--- config.mk ---
export PLATFORM = sky130hd
export DESIGN_NAME = counter_m_monitor
export DESIGN_NICKNAME = d
export VERILOG_FILES = /design/src/rtl/counter_m_monitor.sv
export SDC_FILE = /design/constraint.sdc
export NUM_CORES = 1
export LEC_CHECK = 0
export ABC_CLOCK_PERIOD_IN_PS = 2000
export BUFFER_PORTS_ARGS = -buffer_cell sky130_fd_sc_hd__buf_4
export CAP_MARGIN = 20
export CORE_MARGIN = 10
export CORE_UTILIZATION = 35
export DETAILED_ROUTE_END_ITERATION = 7
export PLACE_DENSITY = 0.69
export SLEW_MARGIN = 25
export SYNTH_ARGS = -nofsm -noshare
export SYNTH_HDL_FRONTEND = slang
export SYNTH_SLANG_ARGS = --single-unit
--- constraint.sdc ---
create_clock -name clk -period 2 [get_ports clk]
set_input_delay 0.3 -clock clk [delete_from_list [all_inputs] [get_ports clk]]
set_output_delay 0.3 -clock clk [all_outputs]
set_load 0.01 [all_outputs]
--- src/rtl/counter_m_monitor.sv ---
// Consumer-side checker for a mod-M counter: locks onto the observed sequence, then flags and counts deviations and wraps.
// Optional first-error capture outputs are built when COUNTER_M_MON_FIRST_ERR_EN is defined.
module counter_m_monitor #(
  parameter int M        = 10,
  parameter int WIDTH    = 4,
  parameter int ERR_W    = 8,
  parameter int SYNC_LEN = 2
) (
  input  logic             clk,
  input  logic             reset,
  input  logic             enable,
  input  logic [WIDTH-1:0] count_in,
  input  logic             carry_in,
  output logic             locked,
  output logic             error,
  output logic [ERR_W-1:0] err_count,
  output logic [ERR_W-1:0] wrap_count,
  output logic [WIDTH-1:0] expected
`ifdef COUNTER_M_MON_FIRST_ERR_EN
  ,
  output logic             first_err_valid,
  output logic [WIDTH-1:0] first_err_value
`endif
);

  localparam logic [1:0] S_UNLOCKED = 2'd0;
  localparam logic [1:0] S_SYNC     = 2'd1;
  localparam logic [1:0] S_LOCKED   = 2'd2;

  localparam int               MATCH_W  = $clog2(SYNC_LEN + 1);
  localparam logic [MATCH_W-1:0] SYNC_TGT = MATCH_W'(SYNC_LEN);
  localparam logic [WIDTH-1:0] LAST     = WIDTH'(M - 1);
  localparam logic [ERR_W-1:0] SAT      = '1;

  logic [1:0]         state;
  logic [MATCH_W-1:0] match_cnt;
  logic [MATCH_W-1:0] match_inc;
  logic               sample_ok;
  logic               hit;
  logic [WIDTH-1:0]   prediction;

  // Explicit compare against M-1 so a modulus below 2**WIDTH never relies on overflow.
  function automatic logic [WIDTH-1:0] next_count(input logic [WIDTH-1:0] c, input logic e);
    if (!e)
      return c;
    if (c == LAST)
      return '0;
    return c + WIDTH'(1);
  endfunction

  // Comparing against LAST rather than M keeps the check correct when M == 2**WIDTH.
  assign sample_ok  = (count_in <= LAST) && (carry_in == (count_in == LAST));
  assign hit        = sample_ok && (count_in == expected);
  assign prediction = next_count(count_in, enable);
  assign match_inc  = match_cnt + MATCH_W'(1);

  // NOTE: all state below is updated with non-blocking assignments so every
  // register samples the pre-edge values of its neighbours.
  always_ff @(posedge clk) begin
    if (reset) begin
      state      <= S_UNLOCKED;
      match_cnt  <= '0;
      locked     <= 1'b0;
      error      <= 1'b0;
      err_count  <= '0;
      wrap_count <= '0;
      expected   <= '0;
`ifdef COUNTER_M_MON_FIRST_ERR_EN
      first_err_valid <= 1'b0;
      first_err_value <= '0;
`endif
    end else begin
      error <= 1'b0;
      case (state)
        S_UNLOCKED: begin
          if (sample_ok) begin
            expected  <= prediction;
            match_cnt <= '0;
            state     <= S_SYNC;
          end
        end
        S_SYNC: begin
          if (hit) begin
            expected  <= prediction;
            match_cnt <= match_inc;
            if (match_inc == SYNC_TGT) begin
              state  <= S_LOCKED;
              locked <= 1'b1;
            end
          end else begin
            state <= S_UNLOCKED;
          end
        end
        S_LOCKED: begin
          if (hit) begin
            expected <= prediction;
            if (enable && (count_in == LAST) && (wrap_count != SAT))
              wrap_count <= wrap_count + ERR_W'(1);
          end else begin
            // The offending sample is discarded; resync starts on the next cycle.
            error  <= 1'b1;
            locked <= 1'b0;
            state  <= S_UNLOCKED;
            if (err_count != SAT)
              err_count <= err_count + ERR_W'(1);
`ifdef COUNTER_M_MON_FIRST_ERR_EN
            if (!first_err_valid) begin
              first_err_valid <= 1'b1;
              first_err_value <= count_in;
            end
`endif
          end
        end
        default: begin
          state  <= S_UNLOCKED;
          locked <= 1'b0;
        end
      endcase
    end
  end

endmodule

==> metrics, run 1 <==
root buffer cell clkbuf_8; maximum VDD drop 541 uV; dpl hpwl between 2 and 3 mm; Routed Antenna Nets 0; Hold Vio Cnt, Final 0; Yosys reg bits 26; io pins 30; post-synthesis net count ~190; Internal Pwr Total between 1 and 1.5 mW; CTS tree built; total power density per cell area between 800 and 900 nW/um2; worst-skew pair later-pin latency ~270 ps; part of the cycle the worst path needs 101%; Core Region about 4000 um2; Logic pwr share around 36%; Final min period 2020 ps; Pins Over Slew Limit 0; Sequential Power Share between 30% and 40%; share of layout cells above drive strength 1 between 30% and 40%; DR iter-0 viols 74; Inserted Diodes 0; row count 23; die height about 85 um; Post-Syn Area roughly 1500 um2; status finished with violations; most used flip-flop cell after synthesis dfxtp_1; Layout area overhead 34.2%; clock-pin slew on the worst setup and hold paths ~100 ps; WP data required ~2200 ps; Final WS setup -15.4 ps; area of the multi-input gates 937 um2; full die area 7270 um2; met1 usage between 10% and 20%; GR Util met3 2.58%; # fillers 401; DR vias/cell approximately 5.1; RSZ-0062 raised after global routing yes; first-pass iteration count of the detailed router 4; switching share of power ~31%; worst slew pin tran approximately 500 ps; Most Used Layer, Global Route met2; Max Cap Viol 0; Synth top area share a little over a third; worst slack at placement -8.64 ps; Hold Path Depth 2; routability congestion estimate slightly below 0.8; post-CTS setup buffers 0; R2R depth 6; first-pass GRT wire length 5.98 mm; vias in the first global route roughly 1400; CTS sink count 26; Critical Path Sink Type register; slew margin rel. approximately two thirds; Async SR Flop Fraction 0%; CTS HTree Levels 1; area leader, netlist dfxtp_1; final setup vio count 1; register area 526 um2; violated checks negative setup slack; Cell Area, Placed roughly 1900 um2; Setup Crit Path Kind reg -> reg; skew final between 5 and 6 ps; critical path peak fanout 5; Final #Nets about 240; Arr. time, crit path around 2200 ps; CTS buffer count 3; Hold WC Path Type in -> reg; Die Wd approximately 85 um; largest net degree at the start of global routing 34; initial antenna violation count 0; final WL about 3.4 mm; total global-route track usage around a tenth; clock power share between 20% and 30%; Final Cell Area between 2000 and 2500 um2; synth warn 0; CTS max path bufs 2; Final Util about half; register area share after synthesis 34.9%; number of flops mapped to enable cells by yosys 0; Lkg Pwr just under 0.8 nW; DRC Markers 0; maximum clock frequency a little under 0.5 GHz; wire per inst between 10 and 15 um; Avg Inst Size Synth 8.62 um2; met2 usage around 15%; NetSw between 0.5 and 0.6 mW; GRT Residual Overflow 0; Netlist cell types 39; startpoint types register; # port buffers 29; Initial Utilization 36.8%; Synth Instances 173; routed vias 1392; synth top area cells dfxtp_1, ha_1, a21oi_1; total power about 1.7 mW
[path summary, 6_finish.rpt]
kind                 startpoint             to  slack, ps
setup / recovery  wrap_count[1]  wrap_count[7]        -20
hold / removal            reset  wrap_count[7]        400
setup reg to reg  wrap_count[1]  wrap_count[7]        -20
hold reg to reg     expected[0]    expected[0]        490
[placed cells by master (no fill, tap or decap), types with 3 or more instances in the layout]
| cell type | n |
|---|---|
| mux2_2 | 3 |
| nand2b_1 | 3 |
| nand3_1 | 4 |
| ha_1 | 6 |
| or3_1 | 6 |
| mux2i_1 | 3 |
| a211oi_1 | 6 |
| dfxtp_2 | 4 |
| o21a_1 | 3 |
| inv_1 | 10 |
| nand4_1 | 4 |
| nor2_1 | 13 |
| nor2b_1 | 4 |
| buf_4 | 49 |
| o31ai_1 | 3 |
| nand2_1 | 10 |
| xnor2_1 | 5 |
| dfxtp_1 | 22 |
| or4_1 | 4 |
| nor3_1 | 4 |
| o21ai_0 | 10 |
| a21oi_1 | 15 |
| clkbuf_8 | 3 |
[cell usage after synthesis, types with 2 or more instances]
cell      count
or4_1         5
o21a_1        3
o21ai_0      10
inv_1        10
or2_2         2
o32ai_1       2
xnor2_1       6
nand4_1       4
nor3_1        4
ha_1          7
xor2_1        2
o211ai_1      2
nand3_1       5
dfxtp_1      26
nor2b_1       4
nand2b_1      3
buf_6         2
a21oi_1      16
or3_1         6
clkbuf_1      3
nor2_1       13
mux2_2        3
mux2i_1       3
a211oi_1      6
nand2_1      10
o31ai_1       3
[power groups by stage]
stage | logic (mW) | registers [mW] | clock network [mW]
floorplan | 0.352 | 0.665 | 0
CTS | 0.600 | 0.639 | 0.451
finish | 0.594 | 0.641 | 0.438
detailed placement | 0.598 | 0.649 | 0
global route | 0.675 | 0.651 | 0.474
global placement | 0.596 | 0.649 | 0
[per-layer routing]
| layer | share of wire (%) | wire length, um |
|---|---|---|
| met4 | 0.41 | 14 |
| met2 | 44 | 1520 |
| met3 | 6.0 | 207 |
| met5 | 0 | 0 |
| met1 | 50 | 1710 |
[per-stage QoR]
| step | cells | hold WS (ps) | TNS (ps) |
|---|---|---|---|
| after floorplan | 173 | 467 | -50.6 |
| after global placement | 266 | 471 | 0 |
| after detailed placement | 266 | 477 | -10.3 |
| after CTS | 270 | 404 | 0 |
| after global routing | 271 | 426 | -108 |
| final | 271 | 402 | -15.4 |
[critical path, stage by stage (launching register included)]
cell and delay [ps]:
dfxtp_1 350, ha_4 170, nand3_2 70, o211ai_1 120
or4b_4 580, or4_4 550, a21oi_2 120
[timing repair]
action / CTS / global route
hold buffers: 0 / 0
setup endpoints to repair: 0 / 3
hold endpoints to repair: 0 / 0
resized for setup: 0 / 8
[registers in the layout, summed over array words and instances, names as in the netlist]
name and count:
err_count 8, error 1, expected 4, locked 1
match_cnt 2, state 2, wrap_count 8
[kinds of logic (layout without fill, tap and decap cells)]
logic type                 after synthesis  after routing  share of synthesized area, %
AOI/OAI and AO/OA                       47             47                          20.3
xor gates and xnor gates                 8              8                          4.70
adders and majority gates                7              7                          5.87
buffers and inverters                   16             63                          5.12
DFF                                     26             26                          34.9
muxes                                    6              6                          4.28
and+or+nand+nor                         63             64                          24.8
[area by class of cell]
| class | instances | share of cell area, % |
|---|---|---|
| clock buffer | 3 | 2.06 |
| clock inverter | 1 | 1.50 |
| inverter | 10 | 1.88 |
| multi-input combinational | 132 | 46.8 |
| sequential | 26 | 26.3 |
| tap | 50 | 3.13 |
| timing repair buffer | 49 | 18.4 |
Power figures use the tool's default switching activity.
==> inputs of run 2 (changes only) <==
Settings changed: REMOVE_ABC_BUFFERS set to 1.
==> run 2 against run 1 <==
The flow now finishes without violations. Combinational power is 3.7% higher. Count of clock-buffer cells in the layout did not move. Non-clock buffer count decreased by 1. Hold slack improved by 3.9 ps. Design area is 1.5% lower. Largest power group unchanged.
==> metrics, run 2 (synthesis results as in run 1) <==
NetSw roughly 0.54 mW; Final #Nets 235; CTS sink count 26; maximum clock frequency between 0.5 and 0.6 GHz; CP delay by family, top simple AND/OR/NAND/NOR gates; part of the cycle the worst path needs 96.9%; initial antenna violation count 0; slowest CP cell or4b_4; final hold slack between 400 and 500 ps; R2R depth 7; hold endpoint err_count[1]; commonest non-fill, non-tap cell in the layout buf_4; final setup vio count 0; # port buffers 29; dpl hpwl roughly 2.6 mm; Final Util between 40% and 50%; Routed Antenna Nets 0; DR vias/cell 5.29; CTS buffer count 3; Lkg Pwr roughly 0.76 nW; root buffer cell clkbuf_8; r2r startpoint wrap_count[1]; skew final roughly 7.0 ps; DRC Markers 0; DR iter-0 viols between 40 and 50; Core Region 4060 um2; status finished clean; Setup Crit Path Kind reg -> reg; switching share of power a little under a third; WP data required between 2000 and 2500 ps; largest net degree at the start of global routing 34; worst-skew pair later-pin latency 270 ps; die height between 80 and 90 um; full die area ~7300 um2; Max Cap Viol 0; Hold WC Path Type in -> reg; routed vias 1422; most frequent cells in the layout buf_4, dfxtp_1, a21oi_1, nor2_1; first-pass iteration count of the detailed router 4; Sequential Power Share ~38%; worst slew pin tran around 370 ps; io pins 30; # fillers 387; Die Wd 85.3 um; Logic pwr share a little over a third; Crit path largest cell delay about 580 ps; Cell Area, Placed 1840 um2; total global-route track usage 9.88%; hold_sp reset; critical path peak fanout 6; crit-path cells ha_4 -> nand3_1 -> o211ai_1 -> or4b_4 -> buf_6 -> or3_1 -> a21oi_1; row count 23; Hold Vio Cnt, Final 0; total power density per cell area roughly 860 nW/um2; Arr. time, crit path about 2100 ps; CTS max path bufs 2; setup TNS 0 ps; share of layout cells above drive strength 1 30.6%; CTS HTree Levels 1; Layout area overhead 32.2%; Reg2Reg Setup Slack a little over 60 ps; Initial Utilization 36.8%; GRT Residual Overflow 0; Reg2Reg Capture Point wrap_count[3]; Placed Cells 260; Critical Path Sink Type register; startpoint types register; Final min period 1940 ps; final WL approximately 3.6 mm; routability congestion estimate 0.754; CTS tree built; RSZ-0062 raised after global routing yes; worst path bufs/invs 1; clock-pin slew on the worst setup and hold paths ~100 ps; maximum VDD drop roughly 690 uV; Final Cell Area 1970 um2; Final Instance Count excl. Fillers roughly 270; wire per inst roughly 13 um; Hold Path Depth 2; Pins Over Slew Limit 0; vias in the first global route ~1400; Inserted Diodes 0; first-pass GRT wire length 6.24 mm; slew margin rel. roughly three quarters; Top Registers err_count x8, wrap_count x8, expected x4; Internal Pwr Total 1.16 mW; clock power share about a quarter
==> run 2: metal layers <==
| metal | share of wire (%) | wire [um] | GRT usage (%) |
|---|---|---|---|
| met1 | 46 | 1650 | 11.6 |
| met2 | 48 | 1710 | 16.7 |
| met3 | 4.9 | 174 | 3.35 |
| met4 | 0.98 | 35 | 2.40 |
| met5 | 0 | 0 | 0 |
==> run 2: stage by stage <==
stage | setup WS [ps] | power [mW]
final | 61.7 | 1.70
after global routing | -36.7 | 1.80
after CTS | 52.1 | 1.69
after detailed placement | -105 | 1.25
after global placement | -64.1 | 1.24
after floorplan | 54.6 | 0.989
==> run 2: timing repair <==
action / in CTS / in global routing
setup endpoints to repair: 0 / 7
hold buffers: 0 / 0
setup buffers: 0 / 5
gates resized for setup: 0 / 9
==> run 2: power by group through the flow <==
stage / Clock, mW / Combinational [mW] / Sequential, mW
after CTS: 0.450 / 0.601 / 0.637
after detailed placement: 0 / 0.599 / 0.648
final: 0.441 / 0.616 / 0.638
after floorplan: 0 / 0.330 / 0.659
after global placement: 0 / 0.591 / 0.647
after global routing: 0.467 / 0.693 / 0.645
==> run 2: layout make-up <==
class | count | area [um2] | share of cell area [%]
repair buffers | 48 | 364 | 18.5
multi-input cells | 131 | 913 | 46.3
flip-flops and latches | 26 | 523 | 26.5
inverters | 10 | 37.5 | 1.90
clock inverters | 1 | 30.0 | 1.52
well taps | 50 | 62.6 | 3.17
clock buffers | 3 | 41.3 | 2.09
==> run 2: worst max path at each step <==
stage	from	end	slack [ps]	cells after the start
2_1_floorplan	expected[1]	wrap_count[5]	50	5
3_3_place_gp	count_in[1]	wrap_count[5]	-60	6
3_5_place_dp	count_in[1]	wrap_count[5]	-100	6
4_1_cts	wrap_count[1]	wrap_count[5]	50	6
5_1_grt	wrap_count[1]	wrap_count[3]	-40	7
6_report	wrap_count[1]	wrap_count[3]	60	7
==> run 2: worst reg2reg max path, delay by kind of cell (launching register included) <==
kind / cells / cell delay, ps
buffers and inverters: 1 / 150
AO/OA/AOI/OAI: 2 / 250
adder cells (fa/ha/maj): 1 / 170
flip-flops: 1 / 360
AND/OR/NAND/NOR: 3 / 960
